File: src/rtl/exec_issue_ctrl.sv
// rtl/exec_issue_ctrl.sv - single-entry decode-to-execute issue controller
//
// Purpose: registers one instruction per accept, translates its 7-bit opcode
// into the ALU operation and control flags, sequences multi-cycle MUL/DIV,
// keeps the Z/N flags written by compares and resolves conditional branches.
//
// Ports:
//   clk, rst                 clock, synchronous active-high reset
//   in_valid/in_ready        decode handshake; in_opcode, in_tag payload
//   out_valid                one-cycle issue pulse with out_aluop, out_use_imm,
//                            out_wb_en, out_mem_rd, out_mem_wr, out_is_branch,
//                            out_reg_target, out_take_branch, out_tag
//   alu_start                one-cycle launch pulse for MUL/DIV
//   cmp_z, cmp_n             ALU compare result during a CMP/CMPI issue
//   illegal                  one-cycle pulse for a consumed undefined opcode
module exec_issue_ctrl #(
    parameter int MUL_LAT = 3,
    parameter int DIV_LAT = 8,
    parameter int TAG_W   = 5
) (
    input  logic             clk,
    input  logic             rst,
    input  logic             in_valid,
    output logic             in_ready,
    input  logic [6:0]       in_opcode,
    input  logic [TAG_W-1:0] in_tag,
    output logic             out_valid,
    output logic [5:0]       out_aluop,
    output logic             out_use_imm,
    output logic             out_wb_en,
    output logic             out_mem_rd,
    output logic             out_mem_wr,
    output logic             out_is_branch,
    output logic             out_reg_target,
    output logic             out_take_branch,
    output logic [TAG_W-1:0] out_tag,
    output logic             alu_start,
    input  logic             cmp_z,
    input  logic             cmp_n,
    output logic             illegal
);

    typedef enum logic [1:0] {IDLE, ISSUE, MC} state_t;

    state_t           state, state_n;
    logic [6:0]       op_q, op_n;
    logic [TAG_W-1:0] tag_q, tag_n;
    logic [3:0]       cnt, cnt_n;
    logic             start_q, start_n;
    logic             z_q, n_q, z_n, n_n;

    logic       accept;
    logic [5:0] dec_aluop;
    logic       dec_imm, dec_wb, dec_rd, dec_wr, dec_br, dec_rt, dec_take;
    logic       dec_legal, dec_stall;

    always_ff @(posedge clk) begin
        if (rst) begin
            state   <= IDLE;
            op_q    <= '0;
            tag_q   <= '0;
            cnt     <= '0;
            start_q <= 1'b0;
            z_q     <= 1'b0;
            n_q     <= 1'b0;
        end else begin
            state   <= state_n;
            op_q    <= op_n;
            tag_q   <= tag_n;
            cnt     <= cnt_n;
            start_q <= start_n;
            z_q     <= z_n;
            n_q     <= n_n;
        end
    end

    // Decode of the registered opcode; branch conditions use the flag
    // register, which already holds the result of a compare issued last cycle.
    always_comb begin
        dec_aluop = 6'd0;
        dec_imm   = 1'b0;
        dec_wb    = 1'b0;
        dec_rd    = 1'b0;
        dec_wr    = 1'b0;
        dec_br    = 1'b0;
        dec_rt    = 1'b0;
        dec_take  = 1'b0;
        dec_legal = 1'b1;
        dec_stall = 1'b0;
        case (op_q)
            7'h00, 7'h01: begin dec_aluop = 6'd0;  dec_wb = 1'b1; end
            7'h02, 7'h03: begin dec_aluop = 6'd1;  dec_wb = 1'b1; end
            7'h04, 7'h05: begin dec_aluop = 6'd2;  dec_wb = 1'b1; end
            7'h06, 7'h07: begin dec_aluop = 6'd3;  dec_wb = 1'b1; end
            7'h08, 7'h09: dec_aluop = 6'd4;
            7'h0A:        begin dec_aluop = 6'd5;  dec_wb = 1'b1; end
            7'h0B, 7'h0C: begin dec_aluop = 6'd6;  dec_wb = 1'b1; end
            7'h0D, 7'h0E: begin dec_aluop = 6'd7;  dec_wb = 1'b1; end
            7'h0F, 7'h10: begin dec_aluop = 6'd8;  dec_wb = 1'b1; end
            7'h11, 7'h12: begin dec_aluop = 6'd9;  dec_wb = 1'b1; end
            7'h13, 7'h14: begin dec_aluop = 6'd10; dec_wb = 1'b1; end
            7'h15, 7'h16: begin dec_aluop = 6'd11; dec_wb = 1'b1; end
            7'h17:        begin dec_aluop = 6'd12; dec_wb = 1'b1; dec_rd = 1'b1; end
            7'h18:        begin dec_aluop = 6'd13; dec_wr = 1'b1; end
            7'h7F:        begin dec_legal = 1'b0; dec_stall = 1'b1; end
            default:      dec_legal = (op_q <= 7'h26);
        endcase
        case (op_q)
            7'h01, 7'h03, 7'h05, 7'h07, 7'h09, 7'h0C,
            7'h0E, 7'h10, 7'h12, 7'h14, 7'h16: dec_imm = 1'b1;
            default: ;
        endcase
        // Branches alternate immediate-target (odd) and register-target (even).
        if (op_q >= 7'h19 && op_q <= 7'h26) begin
            dec_br    = 1'b1;
            dec_rt    = ~op_q[0];
            dec_aluop = op_q[0] ? 6'd14 : 6'd15;
            case (op_q)
                7'h19, 7'h1A: dec_take = 1'b1;
                7'h1B, 7'h1C: dec_take = z_q;
                7'h1D, 7'h1E: dec_take = ~z_q;
                7'h1F, 7'h20: dec_take = ~z_q & ~n_q;
                7'h21, 7'h22: dec_take = ~n_q;
                7'h23, 7'h24: dec_take = n_q;
                default:      dec_take = n_q | z_q;
            endcase
        end
    end

    always_comb begin
        in_ready  = (state != MC) || (cnt == 4'd0);
        accept    = in_valid && in_ready;
        out_valid = ((state == ISSUE) && dec_legal) || ((state == MC) && (cnt == 4'd0));
        illegal   = (state == ISSUE) && !dec_legal && !dec_stall;
        alu_start = (state == MC) && start_q;

        out_aluop       = out_valid ? dec_aluop : 6'd0;
        out_use_imm     = out_valid && dec_imm;
        out_wb_en       = out_valid && dec_wb;
        out_mem_rd      = out_valid && dec_rd;
        out_mem_wr      = out_valid && dec_wr;
        out_is_branch   = out_valid && dec_br;
        out_reg_target  = out_valid && dec_rt;
        out_take_branch = out_valid && dec_take;
        out_tag         = out_valid ? tag_q : '0;

        state_n = state;
        op_n    = op_q;
        tag_n   = tag_q;
        cnt_n   = cnt;
        start_n = 1'b0;
        z_n     = z_q;
        n_n     = n_q;

        if (out_valid && (dec_aluop == 6'd4)) begin
            z_n = cmp_z;
            n_n = cmp_n;
        end

        if (state == ISSUE || (state == MC && cnt == 4'd0)) begin
            state_n = IDLE;
        end else if (state == MC) begin
            cnt_n = cnt - 4'd1;
        end

        // A new accept may coincide with the completion of the previous op.
        if (accept) begin
            op_n  = in_opcode;
            tag_n = in_tag;
            if (in_opcode[6:2] == 5'b00001) begin
                state_n = MC;
                start_n = 1'b1;
                cnt_n   = in_opcode[1] ? 4'(DIV_LAT - 1) : 4'(MUL_LAT - 1);
            end else begin
                state_n = ISSUE;
            end
        end
    end

endmodule

File: config.mk
export PLATFORM = sky130hd
export DESIGN_NAME = exec_issue_ctrl
export DESIGN_NICKNAME = d
export VERILOG_FILES = /design/src/rtl/exec_issue_ctrl.sv
export SDC_FILE = /design/constraint.sdc
export NUM_CORES = 1
export LEC_CHECK = 0
export CAP_MARGIN = 10
export CORE_ASPECT_RATIO = 0.9
export CORE_MARGIN = 2
export CORE_UTILIZATION = 25
export CTS_BUF_LIST = sky130_fd_sc_hd__clkbuf_2 sky130_fd_sc_hd__clkbuf_4 sky130_fd_sc_hd__clkbuf_8
export CTS_CLUSTER_DIAMETER = 80
export DETAILED_ROUTE_END_ITERATION = 16
export PLACE_DENSITY = 0.47
export SLEW_MARGIN = 20
export SYNTH_ARGS = -nofsm -noshare
export SYNTH_HDL_FRONTEND = slang
export SYNTH_SLANG_ARGS = --single-unit
export TNS_END_PERCENT = 30
File: constraint.sdc
create_clock -name clk -period 5.75 [get_ports clk]
set_clock_uncertainty 0.1 [all_clocks]
set_input_delay 1.15 -clock clk [delete_from_list [all_inputs] [get_ports clk]]
set_output_delay 1.15 -clock clk [all_outputs]
set_load 0.01 [all_outputs]
======== Word-level counts from Yosys, hierarchy flattened ========
Cells that the tools add are included.
word-level totals
  register bits after elaboration ......... 21
  input bits .............................. 17
operators by class
  muxes and demuxes ....................... 24
  eq/ne operators ......................... 42
  magnitude comparators ................... 2
  reduce and logical (&&, ||, !) cells .... 43
  bitwise gates (word level) .............. 6
  $add $sub $neg .......................... 1
operators by type and width
  cell                  count
  $eq A7 B5 Y1 const B  16
  $eq A7 B4 Y1 const B  8
  $pmux W4 S13          1
  $eq A7 B6 Y1 const B  5
  $reduce_or A2 Y1      17
  $eq A7 B3 Y1 const B  4
  $reduce_or A25 Y1     1
  $reduce_or A22 Y1     1
  $mux W4               4
  $logic_and A1 B1 Y1   15
  $eq A7 B2 Y1 const B  2
  $mux W6               2
  $reduce_or A11 Y1     1
  $mux W1               10
  $eq A7 B1 Y1 const B  1
  $eq A7 B7 Y1 const B  1
  $ge A7 B5 Y1 const B  1
  $le A7 B6 Y1 const B  1
  $logic_not A7 Y1      1
  $eq A6 B3 Y1 const B  1
  $mux W2               3
  $pmux W1 S6           1
  $eq A5 B1 Y1 const B  1
  $mux W5               1
  other kinds (13)      19

======== Depth between registers and ports, before layout ========
  depth in word-level cells ............... 6
  gate-level depth with buffers ........... 9
  mapped depth without buffers ............ 7

======== Worst setup path after synthesis ========
OpenSTA, ideal clock, no wires.
  path kind ............................... register to output
  start point ............................. register op_q[4]
  end point ............................... output port out_use_imm
  path buffers ............................ 2
  stages on the path, launching flop included .. 8
  required time ........................... 4500 ps
  data arrival time ....................... 1750 ps
  setup slack ............................. 2750 ps
  path through ............................ dfxtp_1 -> clkbuf_1 -> or2_1 -> a211o_1 -> o21ai_1 -> buf_2 -> nand2_1 -> nor2_1
on the way
  cells in the longest elaborated chain, start to end .. 6
  elaborated cells between the ends (all ways) .. 34
  those cells by class .................... 1 x order compare; 25 x eq/ne; 2 x mux; 6 x reduce/logical
RTL lines
  element                               line  text
  from (decl)                           46    logic [6:0] op_q, op_n;
  from (signal assigned)                68    op_q <= op_n;
  $eq A7 B1 Y1 (tied with other cells)  90    case (op_q)
  $reduce_or A25 Y1 (no line)           n/a
  $pmux W1 S2 *                         90
  $logic_and A1 B1 Y1 *                 133   out_valid = ((state == ISSUE) && dec_legal) || ((state == MC) && (cnt == 4'd0));
  $logic_or A1 B1 Y1 *                  133
  net out_valid                         27    output logic out_valid,
  $logic_and A1 B1 Y1 *                 138   out_use_imm = out_valid && dec_imm;
  to (decl)                             29    output logic out_use_imm,
The timed path passes the listed nets; every way through them passes the cells marked *.

======== Worst setup path in the final report ========
  start point ............................. register op_q[0]
  end point ............................... output port out_take_branch
on the way
  cells in the longest elaborated chain, start to end .. 6
  elaborated cells between the ends (all ways) .. 54
  those cells by class .................... 2 x order compare; 37 x eq/ne; 3 x mux; 12 x reduce/logical
RTL lines
  element                               line  text
  $eq A7 B1 Y1 (tied with other cells)  90
  $reduce_or A25 Y1 (no line)           n/a
  $pmux W1 S2                           90
  $logic_and A1 B1 Y1                   133
  $logic_or A1 B1 Y1                    133
  $logic_and A1 B1 Y1 *                 144   out_take_branch = out_valid && dec_take;
  to (decl)                             35    output logic out_take_branch,
Every way passes the cells marked *; elsewhere a longest branch is shown, timed or not.

==> reports/results.txt <==
simple-gate portion of the synthesized area: 33.1%
Hold Vio Cnt, Final: 0
CP max-delay cell: dfxtp_1
Setup TNS: 0 ns
final core area utilization: 32.2%
final non-filler cell area: 0.00195 sq mm
DP Cell Count: 300
Die Y: 78.6 um
Netlist cell types: 55
pre-CTS setup slack: 1.56 ns
Yosys top cell area share: 27.2%
row count: 27
Worst Setup End Kind: output pin
Seq cells post-synth: 21
Clk pin slew, worst setup/hold paths: 0.07 ns
largest net degree at the start of global routing: 25
Inserted Diodes: 0
crit start category: flip-flop
FF-to-FF path depth: 5
# port buffers: 36
critical path class: flip-flop to output pin
Post-synth ARST share: 0%
TritonCTS Sinks: 21
CTS Buffer Depth: 2
Critical Path Max Stage Delay: 0.81 ns
Synth Area in Compound Gates: 24.1%
layout cells sized above 1: 3.88%
Final nets: 251
Final Non-Filler Cells: 304
initial core utilization: 25.6%
Yosys top cell by area: dfxtp_1
Cell Area, Synth: 0.00155 sq mm
outcome: complete, no violations
clk root buf: clkbuf_8
power per cell area: 170 mW/mm^2
remaining antenna violation count after routing: 0
Hold Buf Count CTS: 0
GRT Total Usage: 12.3%
Data arrival, critical path: 3.02 ns
final period utilization: 74.2%
Warnings, synthesis: 0
grt ovf: 0
peak supply drop: 0.0759 mV
largest family of logic cells by synthesized area: simple AND/OR/NAND/NOR gates
vias in the first global route: 1,344
Mapped Cells: 212
most common cell in the netlist: a21oi_1
WL/cell: 13.3 um
Tmin final: 4.27 ns
number of synthesized flops with an enable pin: 0
GPL Wtd Cong: 0.861
io pins: 39
setup ws final: 1.48 ns
area delta synth->final: 25.9%
f_max: 234 MHz
sequential-to-total area share from yosys stat: 27.2%
total CTS buffers: 3
initial antenna violation count: 0
post-DR vias/cell: 5.00
max-capacitance violation count: 0
Placeable Area: 0.00605 sq mm
drt pass-1 iters: 5
PostCTS Resize Cnt: 0
P_leak: 0.663 nW
Die X-Extent: 86.9 um
Hold Crit Depth: 2
detailed-route via count: 1,519
Slew Limit Fails: 0
setup violators final: 0
post-synthesis adder-cell area fraction: 1.46%
DP Wirelength: 2860 um
initial DRC count: 106
Post-synth top flop: dfxtp_1
Post-Synth XOR/XNOR Area: 2.26%
Setup Fix Bufs, Post-CTS: 0
first-pass GRT wire length: 6800 um
CTS tree: yes
Syn Area/Cell: 7.30 sq um
Required @ worst endpoint: 4.50 ns
worst hold slack: 0.352 ns
DRC viols: 0
mux cell area share after synthesis: 3.23%
top post-synthesis cells by area: dfxtp_1 (27%), a21oi_1 (7.1%), nand2_1 (4.6%), nand3_1 (3.9%), and2_1 (3.6%)
Worst Hold Class: flip-flop to flip-flop
Post-synth top cells: a21oi_1 (22), dfxtp_1 (21), nand2_1 (19)
critical-path cell list: nor2_1 -> nor3_1 -> o311ai_0 -> a311oi_1 -> o311a_1 -> clkdlybuf4s50_1
Crit Path Max Fanout: 24
area of the die: 0.00684 sq mm
Total Wirelength: 4050 um
Slew @ Worst Pin: 0.762 ns
Slew HR: 48.9%
Area after DPL: 0.00190 sq mm
RSZ-0062 raised after global routing: no
htree depth: 1
Final Total Pwr: 0.332 mW
Clk Latency, worst-skew pair: 0.26 ns
-- worst max-delay path: cells and delay by family, from the launching register on --
kind            cells  cell delay, ns
buf+inv             1            0.53
simple gates        2            0.33
flops               1            0.81
compound gates      3            1.10
-- cell usage in the layout, fill, tap and decap left out, drive strengths merged, types with 2 or more instances in the layout --
master,count
o21a,5
nand3b,2
a31oi,2
nor4b,2
clkdlybuf4s50,36
mux2i,5
a32oi,2
o22ai,2
nor3,7
nand4b,2
a21oi,23
dfxtp,21
or2,2
inv,7
a311oi,2
o21ai,10
nand2b,6
nor2b,5
nand3,12
nor3b,3
nor4,2
clkbuf,3
nand2,19
and2,9
conb,2
nor2,15
xnor2,3
-- cell families after synthesis --
family,after synthesis
AND/OR/NAND/NOR,94
other,1
multiplexers,5
XOR/XNOR,4
flip-flops,21
adder cells (fa/ha/maj),2
buffers and inverters,28
AO/OA/AOI/OAI,57
-- layout make-up --
cell class | instances | area [sq um]
flip-flops and latches | 21 | 420
well taps | 72 | 90.1
inverters | 7 | 26.3
clock inverters | 1 | 5.00
fillers | 653 | 4100
clock buffers | 3 | 41.3
multi-input cells | 164 | 1000
repair buffers | 36 | 360
-- flip-flops by register name, indices dropped and copies added (netlist names) --
register and count:
z_q 1, tag_q 5, cnt 4, op_q 7, start_q 1, state 2
n_q 1
-- power breakdown --
part	total, mW	internal (mW)	switching [mW]
Clock	0.0951	0.0482	0.0469
Sequential	0.165	0.151	0.0140
Combinational	0.0715	0.0372	0.0343
-- layer usage --
metal  track usage, %  share of wire (%)  routed length [um]
met1             18.6                 52                2120
met2             17.2                 42                1690
met3             2.52                4.8                 193
met4             3.75                1.0                  41
met5                0                  0                   0
-- worst paths after layout --
kind	end	startpoint	slack [ns]
worst min-delay path	tag_q[0]	tag_q[0]	0.35
worst min register to register	tag_q[0]	tag_q[0]	0.35
worst max-delay path	out_take_branch	op_q[0]	1.48
worst max register to register	n_q	op_q[4]	3.29
Note: power is estimated with default switching activity, not from simulation.
